## src/rtl/cache_access_sequencer.sv

```systemverilog
// cache_access_sequencer
// Multi-cycle controller for one access to a 4-way fully-associative,
// write-back, write-allocate cache.  It issues the tag lookup, writes back a
// dirty victim, reads the refill word from a single-port synchronous memory,
// and drives the way fill and LRU touch.  No cache storage lives here.
module cache_access_sequencer #(
    parameter int MEM_LAT = 1,   // memory read latency, 1..3 cycles
    parameter int CNT_W   = 8    // width of the saturating hit/miss counters
) (
    input  logic             Clock,
    input  logic             Reset,
    // requester side
    input  logic             Req,
    input  logic             Write,
    input  logic [6:0]       Tag_Input,
    input  logic [4:0]       BlockIn,
    output logic             Ready,
    output logic             Done,
    output logic [4:0]       BlockOut,
    output logic             hit,
    // cache array side
    output logic [6:0]       C_Tag,
    output logic             C_Lookup,
    input  logic             C_Hit,
    input  logic [1:0]       C_Way,
    input  logic             C_Victim_Valid,
    input  logic             C_Victim_Dirty,
    input  logic [6:0]       C_Victim_Tag,
    input  logic [4:0]       C_Read_Block,
    output logic             C_Fill,
    output logic             C_Touch,
    output logic [1:0]       C_Fill_Way,
    output logic [6:0]       C_Fill_Tag,
    output logic [4:0]       C_Fill_Block,
    output logic             C_Fill_Dirty,
    // memory side
    output logic [6:0]       Tag_Output,
    output logic [4:0]       C_Block_M,
    output logic             C_Write_M,
    input  logic [4:0]       M_Block_C,
    // statistics
    output logic [CNT_W-1:0] Hit_Count,
    output logic [CNT_W-1:0] Miss_Count
);

    typedef enum logic [2:0] {
        S_IDLE,
        S_LOOKUP,
        S_WB,
        S_RD,
        S_FILL,
        S_RESP
    } state_t;

    // RD lasts MEM_LAT+1 cycles; the counter's final value marks the capture edge.
    localparam logic [1:0] RD_LAST = 2'(MEM_LAT);

    state_t state_reg, state_next;

    // latched request
    logic       write_reg;
    logic [6:0] tag_reg;
    logic [4:0] block_in_reg;

    // captured lookup results
    logic [1:0] way_reg;
    logic [6:0] victim_tag_reg;
    logic [4:0] wb_data_reg;

    // refill word and memory read timing
    logic [4:0] fetched_reg;
    logic [1:0] rd_cnt_reg;

    // response
    logic [4:0] block_out_reg;
    logic       hit_reg;

    // statistics: index 0 counts hits, index 1 counts misses
    logic [CNT_W-1:0] count_reg [2];
    logic [1:0]       count_inc;

    logic [4:0] fill_block;
    logic       victim_needs_wb;

    assign victim_needs_wb = C_Victim_Valid && C_Victim_Dirty;

    // Writes allocate with the requester's word; reads allocate with the fetched word.
    assign fill_block = write_reg ? block_in_reg : fetched_reg;

    assign C_Tag        = tag_reg;
    assign C_Fill_Way   = way_reg;
    assign C_Fill_Tag   = tag_reg;
    assign C_Fill_Block = fill_block;
    assign C_Fill_Dirty = write_reg;
    assign C_Block_M    = wb_data_reg;
    assign BlockOut     = block_out_reg;
    assign hit          = hit_reg;
    assign Hit_Count    = count_reg[0];
    assign Miss_Count   = count_reg[1];

    // State register.
    always_ff @(posedge Clock) begin
        if (Reset) begin
            state_reg <= S_IDLE;
        end else begin
            state_reg <= state_next;
        end
    end

    // Next-state selection and Moore strobe decode.
    always_comb begin
        state_next = state_reg;
        Ready      = 1'b0;
        Done       = 1'b0;
        C_Lookup   = 1'b0;
        C_Fill     = 1'b0;
        C_Touch    = 1'b0;
        C_Write_M  = 1'b0;
        Tag_Output = tag_reg;

        case (state_reg)
            S_IDLE: begin
                Ready = !Reset;
                if (Req) begin
                    state_next = S_LOOKUP;
                end
            end
            S_LOOKUP: begin
                C_Lookup = 1'b1;
                if (C_Hit) begin
                    state_next = write_reg ? S_FILL : S_RESP;
                end else if (victim_needs_wb) begin
                    state_next = S_WB;
                end else begin
                    // one-word blocks: a write miss needs no memory read
                    state_next = write_reg ? S_FILL : S_RD;
                end
            end
            S_WB: begin
                C_Write_M  = 1'b1;
                Tag_Output = victim_tag_reg;
                state_next = write_reg ? S_FILL : S_RD;
            end
            S_RD: begin
                if (rd_cnt_reg == RD_LAST) begin
                    state_next = S_FILL;
                end
            end
            S_FILL: begin
                C_Fill     = 1'b1;
                C_Touch    = 1'b1;
                state_next = S_RESP;
            end
            S_RESP: begin
                Done       = 1'b1;
                // a read hit never passes through FILL, so LRU is updated here
                C_Touch    = hit_reg && !write_reg;
                state_next = S_IDLE;
            end
            default: begin
                state_next = S_IDLE;
            end
        endcase
    end

    // Request latch, lookup capture, refill capture and response registers.
    always_ff @(posedge Clock) begin
        if (Reset) begin
            write_reg      <= 1'b0;
            tag_reg        <= '0;
            block_in_reg   <= '0;
            way_reg        <= '0;
            victim_tag_reg <= '0;
            wb_data_reg    <= '0;
            fetched_reg    <= '0;
            rd_cnt_reg     <= '0;
            block_out_reg  <= '0;
            hit_reg        <= 1'b0;
        end else begin
            case (state_reg)
                S_IDLE: begin
                    if (Req) begin
                        write_reg    <= Write;
                        tag_reg      <= Tag_Input;
                        block_in_reg <= BlockIn;
                    end
                end
                S_LOOKUP: begin
                    way_reg    <= C_Way;
                    rd_cnt_reg <= '0;
                    hit_reg    <= C_Hit;
                    if (C_Hit && !write_reg) begin
                        block_out_reg <= C_Read_Block;
                    end
                    if (!C_Hit && victim_needs_wb) begin
                        victim_tag_reg <= C_Victim_Tag;
                        wb_data_reg    <= C_Read_Block;
                    end
                end
                S_RD: begin
                    if (rd_cnt_reg == RD_LAST) begin
                        fetched_reg <= M_Block_C;
                        rd_cnt_reg  <= '0;
                    end else begin
                        rd_cnt_reg <= rd_cnt_reg + 2'd1;
                    end
                end
                S_FILL: begin
                    block_out_reg <= fill_block;
                end
                default: begin
                end
            endcase
        end
    end

    // Hit and miss are both decided in LOOKUP.
    always_comb begin
        count_inc[0] = (state_reg == S_LOOKUP) && C_Hit;
        count_inc[1] = (state_reg == S_LOOKUP) && !C_Hit;
    end

    genvar gi;
    generate
        for (gi = 0; gi < 2; gi++) begin : g_count
            // Saturating event counter; holds at all-ones instead of wrapping.
            always_ff @(posedge Clock) begin
                if (Reset) begin
                    count_reg[gi] <= '0;
                end else if (count_inc[gi] && (count_reg[gi] != {CNT_W{1'b1}})) begin
                    count_reg[gi] <= count_reg[gi] + 1'b1;
                end
            end
        end
    endgenerate

endmodule

```

## config.mk

```make
export PLATFORM = sky130hd
export DESIGN_NAME = cache_access_sequencer
export DESIGN_NICKNAME = d
export VERILOG_FILES = /design/src/rtl/cache_access_sequencer.sv
export SDC_FILE = /design/constraint.sdc
export NUM_CORES = 1
export LEC_CHECK = 0
export ABC_CLOCK_PERIOD_IN_PS = 2000
export CELL_PAD_IN_SITES_DETAIL_PLACEMENT = 0
export CELL_PAD_IN_SITES_GLOBAL_PLACEMENT = 1
export CORE_MARGIN = 2
export CORE_UTILIZATION = 30
export CTS_CLUSTER_SIZE = 20
export DETAILED_ROUTE_END_ITERATION = 12
export PLACE_DENSITY = 0.71
export SLEW_MARGIN = 20
export SYNTH_ARGS = -nofsm -noshare
export SYNTH_HDL_FRONTEND = slang
export SYNTH_SLANG_ARGS = --single-unit
```

## constraint.sdc

```tcl
create_clock -name Clock -period 2 [get_ports Clock]
set_input_delay 0.4 -clock Clock [delete_from_list [all_inputs] [get_ports Clock]]
set_output_delay 0.4 -clock Clock [all_outputs]
set_load 0.05 [all_outputs]
```

==> impl_metrics.toml <==
[run_status]
status = "complete, no violations"

[timing]
setup_ws_ps = 39.9
rsz0062_at_grt = "yes"
period_share_pct = 98.0
setup_viol = 0
min_period_ps = 1960
relSlewSlack_pct = 51.5
tightest_slew_ps = 718
timing.final.hold_violations = 0
report.final.slew_viol_count = 0
clock_skew_ps = 9.54
max_freq_mhz = 510

[critical_path]
end_kind = "primary output"
r2r_slack_ps = 210
r2r_end = "count_reg[0][3]"
cp_slowest_stage_delay_ps = 380
cp-start-kind = "register"
critPathArrivalTime_ps = 1560
crit_start = "state_reg[1]"
cpMostUsedCell = "buf_12"
worstPathRequired_ps = 1600
path_max_fanout = 8
cp-endpoint = "Tag_Output[3]"
r2r_cells = 4
worstPathCellList = "nor3b_4 -> buf_12 -> mux2_4 -> buf_12"
worstSetupPathType = "register to primary output"
r2r-start = "count_reg[0][0]"
cpMaxStageDelayCell = "dfxtp_4"

[synthesis]
syn-num-nets = 360
synth_top_flop_cell = "dfxtp_1"
synth_area_sq_mm = 0.00294
syn_avg_cell_area_sq_um = 9.18
ys_types = 54
synth_edf_count = 16
synth-seq-cells = 59
synthArstFlopShare_pct = 0
synth_cells = 320
seq_area_frac_synth_pct = 45.7
yosysWarnings = 0

[route]
final_antenna_net_count = 0
routed_via_density = 4.84
drtPass1Iterations = 4
drt_iter0_drc = 76
wl_um = 8500
wire_per_inst_um = 15.2
drc = 0
vias = 2708

[die]
die_w_um = 103
die_area_sq_mm = 0.0106
row_count = 36
die_h_um = 103
start_util_pct = 30.5
ios = 100
core_area_sq_mm = 0.00964

[place]
pre_cts_slack_ps = 95.8
portBuffers = 99
place.gp.congestion = 0.841
place_hpwl_um = 6220

[power_and_ir_drop]
switching_power_mw = 1.46
p_int_mw = 2.67
peakVddDrop_mv = 0.338
power.density_mw_per_mm2 = 909
power_mw = 4.14
p_clk_share_pct = 30.8
power_leakage_nw = 1.87
combPwrFrac_pct = 34.5
p_sw_share_pct = 35.4
seqPwrFrac_pct = 34.7

[finish]
antenna_cells = 0
final_common_cell = "clkdlybuf4s50_1"
fillers = 962
drive_gt1_share_pct = 21.8
finalNetCount = 462
largest_reg_flops = 16
mostFrequentLayoutCells = "clkdlybuf4s50_1, dfxtp_1, a21oi_1, nand2_1, buf_4"
area_growth_pct = 54.9

[clock_network]
clockBufferDepth = 2
cts_buffers = 9
cts-root-buf = "clkbuf_8"
insertion_delay_ps = 330
h-tree-depth = 3
cts_sinks = 59
cts_tree = "yes"
path_clk_slew_ps = 70
holdBufCountCts = 0

[global_routing]
grt_pass1_wl_um = 13100
antenna_found_initial = 0
overflow = 0
track_usage_pct = 16.1
grt_pass1_vias = 2579
grt_max_degree = 26

[hold_path]
min_path_type = "register to register"

[run]
maxCapViolations = 0
==> synthesized netlist by cell type, types with 2 or more instances <==
master / instances / area share, %
or3_1: 4 / 0.85
nor3b_1: 3 / 0.77
nor2_1: 14 / 1.8
nor2b_1: 5 / 1.1
inv_1: 5 / 0.64
nor3_1: 3 / 0.51
ha_1: 2 / 0.85
a311oi_1: 2 / 0.60
buf_2: 10 / 1.7
a21o_1: 2 / 0.51
a21oi_1: 38 / 6.5
mux2i_1: 6 / 2.0
clkbuf_1: 9 / 1.1
nand2_1: 38 / 4.9
nor4b_2: 2 / 1.0
buf_4: 10 / 2.6
nand3_1: 24 / 4.1
o2bb2ai_1: 5 / 1.5
o21ai_0: 21 / 3.6
nor4_1: 2 / 0.43
dfxtp_1: 43 / 29
nand2b_1: 2 / 0.43
xor2_1: 3 / 0.89
a31o_2: 2 / 0.60
o21a_1: 2 / 0.51
and3_1: 2 / 0.43
and4_1: 2 / 0.60
or3b_1: 2 / 0.60
a211oi_1: 2 / 0.51
xnor2_1: 3 / 0.89
and3b_1: 2 / 0.60
mux2_2: 12 / 4.6
edfxtp_1: 16 / 16
nand3b_1: 2 / 0.51
==> area by class of cell <==
class / count / area, sq um / area share [%]
multi-input cells: 226 / 1480 / 32.5
flip-flops and latches: 59 / 1350 / 29.6
well taps: 133 / 166 / 3.66
inverters: 6 / 25.0 / 0.550
clock buffers: 12 / 188 / 4.12
repair buffers: 120 / 1290 / 28.4
clock inverters: 4 / 50.0 / 1.10
==> power by group through the flow <==
stage	Sequential [mW]	Clock [mW]	Combinational, mW
after floorplan	1.67	0	0.680
after global placement	1.46	0	1.43
after detailed placement	1.46	0	1.43
after CTS	1.44	1.31	1.43
after global routing	1.45	1.35	1.51
final	1.44	1.27	1.43
==> worst max-delay path: cells and delay by family, from the launching register on <==
kind	cells	cell delay, ps
muxes	1	310
and+or+nand+nor	1	220
buffers and inverters	2	320
DFF	1	380
==> worst min-delay path by stage <==
| stage | startpoint | cells past startpoint | slack (ps) | endpoint |
|---|---|---|---|---|
| CTS | C_Fill_Way[0] | 2 | 450 | C_Fill_Way[0] |
| detailed placement | C_Fill_Way[0] | 2 | 450 | C_Fill_Way[0] |
| global route | C_Fill_Way[0] | 2 | 470 | C_Fill_Way[0] |
| global placement | block_in_reg[1] | 2 | 440 | block_in_reg[1] |
| finish | C_Fill_Way[0] | 2 | 450 | C_Fill_Way[0] |
| floorplan | block_in_reg[0] | 2 | 430 | block_in_reg[0] |
==> cells by family (layout without fill, tap and decap cells) <==
kind of cell    after synthesis  count (layout)  synth area share, %
compound gates               86              86                 17.9
xor+xnor                      6               6                 1.79
fa+ha+maj                     2               2                0.852
buf+inv                      35             142                 6.26
flops                        59              59                 45.7
mux                          18              18                 6.64
simple gates                114             114                 20.9
==> per-stage QoR <==
stage	hold WS, ps	TNS, ps	utilization (%)	cell area, sq um	std cells
after floorplan	433	-355	-	3010	320
after global placement	440	0	44.1	4250	541
after detailed placement	445	0	44.1	4250	541
after CTS	455	0	46.7	4500	558
after global routing	471	-158	47.2	4550	560
final	453	0	47.2	4550	560
==> what timing repair did <==
| item | in CTS | in global routing |
|---|---|---|
| setup endpoints to repair | 18 | 20 |
| hold endpoints to repair | 0 | 0 |
| pin swaps | 1 | 1 |
| gates cloned | 0 | 0 |
| setup buffers | 1 | 2 |
| resized for setup | 9 | 13 |
==> per-layer routing <==
layer / routed length, um / track usage [%]
met5: 0 / 0
met4: 93 / 5.77
met3: 353 / 3.39
met2: 4180 / 26.0
met1: 3870 / 21.4
No activity file was read; power rests on OpenSTA's default activity.
